File: config.mk
export PLATFORM = sky130hd
export DESIGN_NAME = tcs3200_rgb_sampler
export DESIGN_NICKNAME = d
export VERILOG_FILES = /design/src/rtl/tcs3200_pkg.sv /design/src/rtl/tcs3200_rgb_sampler_pulse_sync_edge.sv /design/src/rtl/tcs3200_rgb_sampler_seq_divider.sv /design/src/rtl/tcs3200_rgb_sampler.sv
export SDC_FILE = /design/constraint.sdc
export NUM_CORES = 1
export LEC_CHECK = 0
export ABC_AREA = 1
export BUFFER_PORTS_ARGS = -buffer_cell sky130_fd_sc_hd__buf_2
export CAP_MARGIN = 20
export CORE_MARGIN = 2
export CORE_UTILIZATION = 25
export CTS_CLUSTER_SIZE = 24
export DETAILED_ROUTE_END_ITERATION = 12
export HOLD_SLACK_MARGIN = 0.03
export SLEW_MARGIN = 5
export SYNTH_ARGS = -nofsm -noshare
export SYNTH_HDL_FRONTEND = slang
export SYNTH_SLANG_ARGS = --single-unit
File: constraint.sdc
create_clock -name clk -period 8.5 [get_ports clk]
set_input_delay 0.85 -clock clk [delete_from_list [all_inputs] [get_ports clk]]
set_output_delay 0.85 -clock clk [all_outputs]
set_load 0.01 [all_outputs]
File: src/rtl/tcs3200_pkg.sv
// tcs3200_pkg: filter codes, FSM states and channel indices shared by the TCS3200 sampler.
package tcs3200_pkg;

    // Filter select codes driven as {s2, s3}.
    localparam logic [1:0] FILT_R     = 2'b00;
    localparam logic [1:0] FILT_B     = 2'b01;
    localparam logic [1:0] FILT_CLEAR = 2'b10;
    localparam logic [1:0] FILT_G     = 2'b11;

    typedef logic [1:0] ch_t;
    localparam ch_t CH_R     = 2'd0;
    localparam ch_t CH_G     = 2'd1;
    localparam ch_t CH_B     = 2'd2;
    localparam ch_t CH_CLEAR = 2'd3;

    localparam int NORM_MAX = 1023;

    typedef enum logic [2:0] {
        ST_IDLE,
        ST_SETTLE,
        ST_GATE,
        ST_STORE,
        ST_NORM,
        ST_DONE
    } state_t;

    function automatic logic [1:0] filt_code(input ch_t ch);
        case (ch)
            CH_R:    return FILT_R;
            CH_G:    return FILT_G;
            CH_B:    return FILT_B;
            default: return FILT_CLEAR;
        endcase
    endfunction

endpackage

File: src/rtl/tcs3200_rgb_sampler_pulse_sync_edge.sv
// pulse_sync_edge: 2-FF synchroniser for an asynchronous input followed by a rising-edge detector.
module pulse_sync_edge (
    input  logic clk,
    input  logic rst,
    input  logic din,
    output logic rise
);

    logic [2:0] sync;

    // NOTE: registers use non-blocking assignments so every flop samples the pre-edge values.
    always_ff @(posedge clk or posedge rst) begin
        if (rst) sync <= '0;
        else     sync <= {sync[1:0], din};
    end

    assign rise = sync[1] & ~sync[2];

endmodule

File: src/rtl/tcs3200_rgb_sampler_seq_divider.sv
// seq_divider: restoring divider producing floor(num * 2^W / den) for num < den, one bit per cycle.
// Only instantiated when CLEAR_NORM_EN is defined; the caller filters num >= den and den == 0.
module seq_divider #(
    parameter int W = 16
) (
    input  logic         clk,
    input  logic         rst,
    input  logic         start,
    input  logic [W-1:0] num,
    input  logic [W-1:0] den,
    output logic [W-1:0] quo,
    output logic         done
);

    localparam int SW = $clog2(W);

    logic [W-1:0]  rem;
    logic [W-1:0]  dsr;
    logic [SW-1:0] step;
    logic          active;
    logic [W:0]    rem2;

    assign rem2 = {rem, 1'b0};

    always_ff @(posedge clk or posedge rst) begin
        if (rst) begin
            rem    <= '0;
            dsr    <= '0;
            quo    <= '0;
            step   <= '0;
            active <= 1'b0;
            done   <= 1'b0;
        end else begin
            done <= 1'b0;
            if (start) begin
                rem    <= num;
                dsr    <= den;
                quo    <= '0;
                step   <= '0;
                active <= 1'b1;
            end else if (active) begin
                if (rem2 >= {1'b0, dsr}) begin
                    rem <= W'(rem2 - {1'b0, dsr});
                    quo <= {quo[W-2:0], 1'b1};
                end else begin
                    rem <= rem2[W-1:0];
                    quo <= {quo[W-2:0], 1'b0};
                end
                step <= step + 1'b1;
                if (step == SW'(W - 1)) begin
                    active <= 1'b0;
                    done   <= 1'b1;
                end
            end
        end
    end

endmodule

File: src/rtl/tcs3200_rgb_sampler.sv
// tcs3200_rgb_sampler: steps a TCS3200 through R, G, B filters and counts sensor pulses per gate window.
// Define CLEAR_NORM_EN to add a CLEAR channel and normalise each colour to min(1023, count*1024/clear).
module tcs3200_rgb_sampler
    import tcs3200_pkg::*;
#(
    parameter int GATE_CYCLES   = 500000,
    parameter int SETTLE_CYCLES = 5000,
    parameter int CNT_W         = 16
) (
    input  logic        clk,
    input  logic        rst,
    input  logic        enable,
    input  logic        sensor_out,
    output logic        s2,
    output logic        s3,
    output logic [15:0] red_norm,
    output logic [15:0] green_norm,
    output logic [15:0] blue_norm,
    output logic        valid,
    output logic        busy
);

    localparam int TMAX = (GATE_CYCLES > SETTLE_CYCLES) ? GATE_CYCLES : SETTLE_CYCLES;
    localparam int TW   = $clog2(TMAX + 1);
`ifdef CLEAR_NORM_EN
    localparam ch_t LAST_CH = CH_CLEAR;
`else
    localparam ch_t LAST_CH = CH_B;
`endif

    state_t           state, next_state;
    ch_t              ch;
    logic [TW-1:0]    timer;
    logic             timer_last;
    logic [CNT_W-1:0] cnt, sh_r, sh_g;
    logic             rise;
    logic             publish;

    pulse_sync_edge u_sync (.clk(clk), .rst(rst), .din(sensor_out), .rise(rise));

`ifdef CLEAR_NORM_EN
    logic [CNT_W-1:0] sh_b, sh_c, div_num, div_den, div_quo;
    logic [1:0]       div_sel, div_idx;
    logic             div_start, div_done;
    logic [15:0]      norm_r, norm_g;

    function automatic logic [15:0] norm_val(input logic [CNT_W-1:0] num, den, quo);
        if (den == '0)       return '0;
        else if (num >= den) return 16'(NORM_MAX);
        else                 return 16'(quo >> (CNT_W - 10));
    endfunction

    // The first division starts in STORE, before sh_c is written, so it takes the clear count live.
    assign div_start = (state == ST_STORE && ch == CH_CLEAR) ||
                       (state == ST_NORM && div_done && div_sel != 2'd2);
    assign div_idx   = (state == ST_STORE) ? 2'd0 : div_sel + 2'd1;
    assign div_den   = (state == ST_STORE) ? cnt : sh_c;
    assign div_num   = (div_idx == 2'd0) ? sh_r : (div_idx == 2'd1) ? sh_g : sh_b;

    seq_divider #(.W(CNT_W)) u_div (
        .clk(clk), .rst(rst), .start(div_start), .num(div_num), .den(div_den),
        .quo(div_quo), .done(div_done)
    );

    always_ff @(posedge clk or posedge rst) begin
        if (rst) begin
            div_sel <= '0;
            norm_r  <= '0;
            norm_g  <= '0;
        end else if (state == ST_STORE) begin
            div_sel <= '0;
        end else if (state == ST_NORM && div_done) begin
            if (div_sel == 2'd0) norm_r <= norm_val(sh_r, sh_c, div_quo);
            if (div_sel == 2'd1) norm_g <= norm_val(sh_g, sh_c, div_quo);
            div_sel <= div_sel + 2'd1;
        end
    end
`endif

    assign timer_last = (state == ST_SETTLE && timer == TW'(SETTLE_CYCLES - 1)) ||
                        (state == ST_GATE   && timer == TW'(GATE_CYCLES - 1));
    assign busy = (state != ST_IDLE);

    always_ff @(posedge clk or posedge rst) begin
        if (rst) state <= ST_IDLE;
        else     state <= next_state;
    end

    // NOTE: every signal written here gets a default first, so no path can leave a latch behind.
    always_comb begin
        next_state = state;
        publish    = 1'b0;
        case (state)
            ST_IDLE:   if (enable) next_state = ST_SETTLE;
            ST_SETTLE: if (timer_last) next_state = ST_GATE;
            ST_GATE:   if (timer_last) next_state = ST_STORE;
            ST_STORE: begin
                if (ch != LAST_CH) next_state = ST_SETTLE;
`ifdef CLEAR_NORM_EN
                else next_state = ST_NORM;
`else
                else begin
                    next_state = ST_DONE;
                    publish    = 1'b1;
                end
`endif
            end
`ifdef CLEAR_NORM_EN
            ST_NORM: if (div_done && div_sel == 2'd2) begin
                next_state = ST_DONE;
                publish    = 1'b1;
            end
`endif
            ST_DONE:   next_state = enable ? ST_SETTLE : ST_IDLE;
            default:   next_state = ST_IDLE;
        endcase
    end

    // Outputs and valid load together on entry to DONE, so valid marks a cycle showing the new frame.
    always_ff @(posedge clk or posedge rst) begin
        if (rst) begin
            timer      <= '0;
            cnt        <= '0;
            ch         <= CH_R;
            {s2, s3}   <= FILT_R;
            sh_r       <= '0;
            sh_g       <= '0;
`ifdef CLEAR_NORM_EN
            sh_b       <= '0;
            sh_c       <= '0;
`endif
            red_norm   <= '0;
            green_norm <= '0;
            blue_norm  <= '0;
            valid      <= 1'b0;
        end else begin
            valid <= publish;

            if ((state == ST_SETTLE || state == ST_GATE) && !timer_last) timer <= timer + 1'b1;
            else                                                          timer <= '0;

            if (state == ST_GATE) begin
                if (rise && cnt != '1) cnt <= cnt + 1'b1;
            end else begin
                cnt <= '0;
            end

            if ((state == ST_IDLE || state == ST_DONE) && enable) begin
                ch       <= CH_R;
                {s2, s3} <= FILT_R;
            end else if (state == ST_STORE && ch != LAST_CH) begin
                ch       <= ch + 2'd1;
                {s2, s3} <= filt_code(ch + 2'd1);
            end

            if (state == ST_STORE) begin
                case (ch)
                    CH_R: sh_r <= cnt;
                    CH_G: sh_g <= cnt;
`ifdef CLEAR_NORM_EN
                    CH_B: sh_b <= cnt;
                    CH_CLEAR: sh_c <= cnt;
`endif
                    default: ;
                endcase
            end

            if (publish) begin
`ifdef CLEAR_NORM_EN
                red_norm   <= norm_r;
                green_norm <= norm_g;
                blue_norm  <= norm_val(sh_b, sh_c, div_quo);
`else
                red_norm   <= 16'(sh_r);
                green_norm <= 16'(sh_g);
                blue_norm  <= 16'(cnt);
`endif
            end
        end
    end

endmodule
==> results.json <==
{
  "place_hpwl_um": 8650,
  "cp.required_ps": 7650,
  "io_buffers": 55,
  "drt_iter0_markers": 444,
  "multi_input_area_um2": 2190,
  "num_vias": 4485,
  "grt.overflow.total": 0,
  "clockRootBuffer": "clkbuf_16",
  "die_area_um2": 23900,
  "max-cap-violations": 0,
  "finalCritPeriodShare_pct": 26.0,
  "ys_seq_area_share_pct": 55.3,
  "critPathKind": "reg -> out",
  "holdBufCountCts": 0,
  "powerDensity_nw_per_um2": 193,
  "crit_path_end_kind": "output pin",
  "start_kind": "flip-flop",
  "whs_ps": 354,
  "antenna_found_initial": 0,
  "synthesis.area_um2": 5660,
  "worst_ir_drop_vdd_uv": 145,
  "cpPeakStageDelay_ps": 440,
  "cts.sinks": 125,
  "setup_viol": 0,
  "clock_latency_ps": 430,
  "finalClockSkew_ps": 16.8,
  "drive_gt1_share_pct": 16.0,
  "status": "finished clean",
  "io_pins": 56,
  "final_util_pct": 30.2,
  "clkTransAtPathRegs_ps": 60,
  "finalHoldViolCount": 0,
  "critPathMaxFanout": 5,
  "postCtsSetupBuffers": 0,
  "die_w_um": 154,
  "cts_tree": "yes",
  "grt_max_degree": 67,
  "synth_flop_cell": "dfrtp_1",
  "wire_per_inst_um": 12.4,
  "final.setup.tns_ps": 0,
  "first_global_vias": 4331,
  "final_max_slew_viol_count": 0,
  "fillCellCount": 2403,
  "drc": 0,
  "power.leakage_nw": 3.37,
  "fin_crit_ps": 2210,
  "cts_resized": 0,
  "synth_area_per_cell_um2": 8.25,
  "viasPerCell": 4.31,
  "min_path_type": "reg -> reg",
  "area_delta_synth_final_pct": 19.5,
  "start_util_pct": 25.2,
  "yosysTopAreaCell": "dfrtp_1",
  "synth_cells": 686,
  "routed_wl_um": 12900,
  "fmax_mhz": 453,
  "timing.slew.headroom_pct": 38.4,
  "cp_slowest_cell": "dfrtp_1",
  "syn_nets": 695,
  "core-area_um2": 22400,
  "ys_ff_latch": 125,
  "grt.total_usage_pct": 11.7,
  "ant_nets": 0,
  "htreeDepth": 4,
  "yosysWarnings": 0,
  "gp_congestion": 0.806,
  "ff2ff_path_depth": 7,
  "die_y_um": 154,
  "regArea_um2": 3130,
  "nets": 751,
  "hold_path_depth": 0,
  "first_pass_iters": 4,
  "path_cells": "nor3_1, inv_1, buf_2",
  "cts_inserted_buffers": 17,
  "rrSetupSlack_ps": 6550,
  "worst_slew_pin_slew_ps": 921,
  "antenna_cells": 0,
  "synth-async-reset-ratio_pct": 100,
  "yosys-top-cells-area": "dfrtp_1 (55%), nand2_1 (17%), o21ai_0 (4.9%)",
  "rows": 55,
  "worstPathArrival_ps": 1360,
  "rsz0062_at_grt": "false",
  "synth_edf_count": 0,
  "yosys.area.top_type_share_pct": 55.3,
  "clock_path_buffers": 2,
  "grt_pass1_wl_um": 21900,
  "synth_cell_types": 30,
  "power_w": 0.00131
}
-- synthesized netlist by cell type, drive strengths merged, types with 2 or more instances --
master,instances
nand2,258
a21oi,2
nor2,72
buf,12
o21ai,65
nand4,21
inv,57
clkbuf,8
and2,2
ha,5
nor3,10
dfrtp,125
or2,2
nand3,37
xor2,7
-- layout by cell type (no fill, tap or decap), drive strengths merged --
cell type and instances:
clkbuf 23, clkinv 7, nand3 37, nand4 21, or2 2, and2 2, xor2 7, clkinvlp 2
xnor2 1, bufinv 1, nand2 258, nand3b 1, a21oi 2, nor3 10, o21ai 65, inv 57
dfrtp 125, buf 57, nor2 72, ha 5
-- cell families (layout without fill, tap and decap cells) --
group | count (synthesis) | in the layout | synth area share [%]
fa+ha+maj | 5 | 5 | 1.11
flops | 125 | 125 | 55.3
buf+inv | 78 | 147 | 6.08
simple gates | 403 | 403 | 30.3
xor+xnor | 8 | 8 | 1.24
compound gates | 67 | 67 | 5.99
-- worst max-delay path: cells and delay by family, from the launching register on --
kind,cells,cell delay [ps]
flip-flops,1,440
buffers and inverters,2,230
AND/OR/NAND/NOR,1,260
-- layout make-up --
type | instances | share of cell area [%]
Sequential cell | 125 | 46.2
Multi-Input combinational cell | 483 | 32.4
Clock buffer | 23 | 7.21
Tap cell | 285 | 5.27
Timing Repair Buffer | 57 | 4.29
Inverter | 58 | 3.31
Clock inverter | 9 | 1.28
-- per-layer routing --
| metal | GRT usage (%) | vias to the layer above | wire length, um |
|---|---|---|---|
| li1 | - | 2299 | - |
| met1 | 15.1 | 2089 | 6100 |
| met2 | 18.3 | 84 | 6060 |
| met3 | 3.39 | 13 | 563 |
| met4 | 4.81 | 0 | 177 |
| met5 | 0 | - | 0 |
-- registers in the layout, summed over array words and instances, names as in the netlist --
register     flops
timer           19
sh_r            16
red_norm        16
blue_norm       16
cnt             16
s3               1
ch               2
valid            1
sh_g            16
u_sync.sync      3
state            3
green_norm      16
-- metrics by stage --
step                cells  setup WS, ps  area, um2
detailed placement   1008          6060       6190
floorplan             686          4320       5660
global placement     1008          6080       6190
finish               1040          6290       6760
global route         1040          6170       6760
CTS                  1040          6270       6760
-- power breakdown --
group | leakage, nW | switching [W] | internal (W)
Clock | 0.279 | 0.000263 | 0.000432
Sequential | 1.72 | 0.000000230 | 0.000596
Combinational | 1.37 | 0.0000132 | 0.00000123
Total | 3.37 | 0.000276 | 0.00103
-- path summary, 6_finish.rpt --
path / startpoint / endpoint
min in group asynchronous: rst / blue_norm[10]$_DFFE_PP0P_
max in group asynchronous: rst / cnt[8]$_DFFE_PP0P_
max: state[2]$_DFFE_PP0P_ / busy
min reg2reg: u_sync.sync[0]$_DFF_PP0_ / u_sync.sync[1]$_DFF_PP0_
min: u_sync.sync[0]$_DFF_PP0_ / u_sync.sync[1]$_DFF_PP0_
max reg2reg: ch[0]$_DFFE_PP0P_ / green_norm[0]$_DFFE_PP0P_
Note: power is estimated with default switching activity, not from simulation.
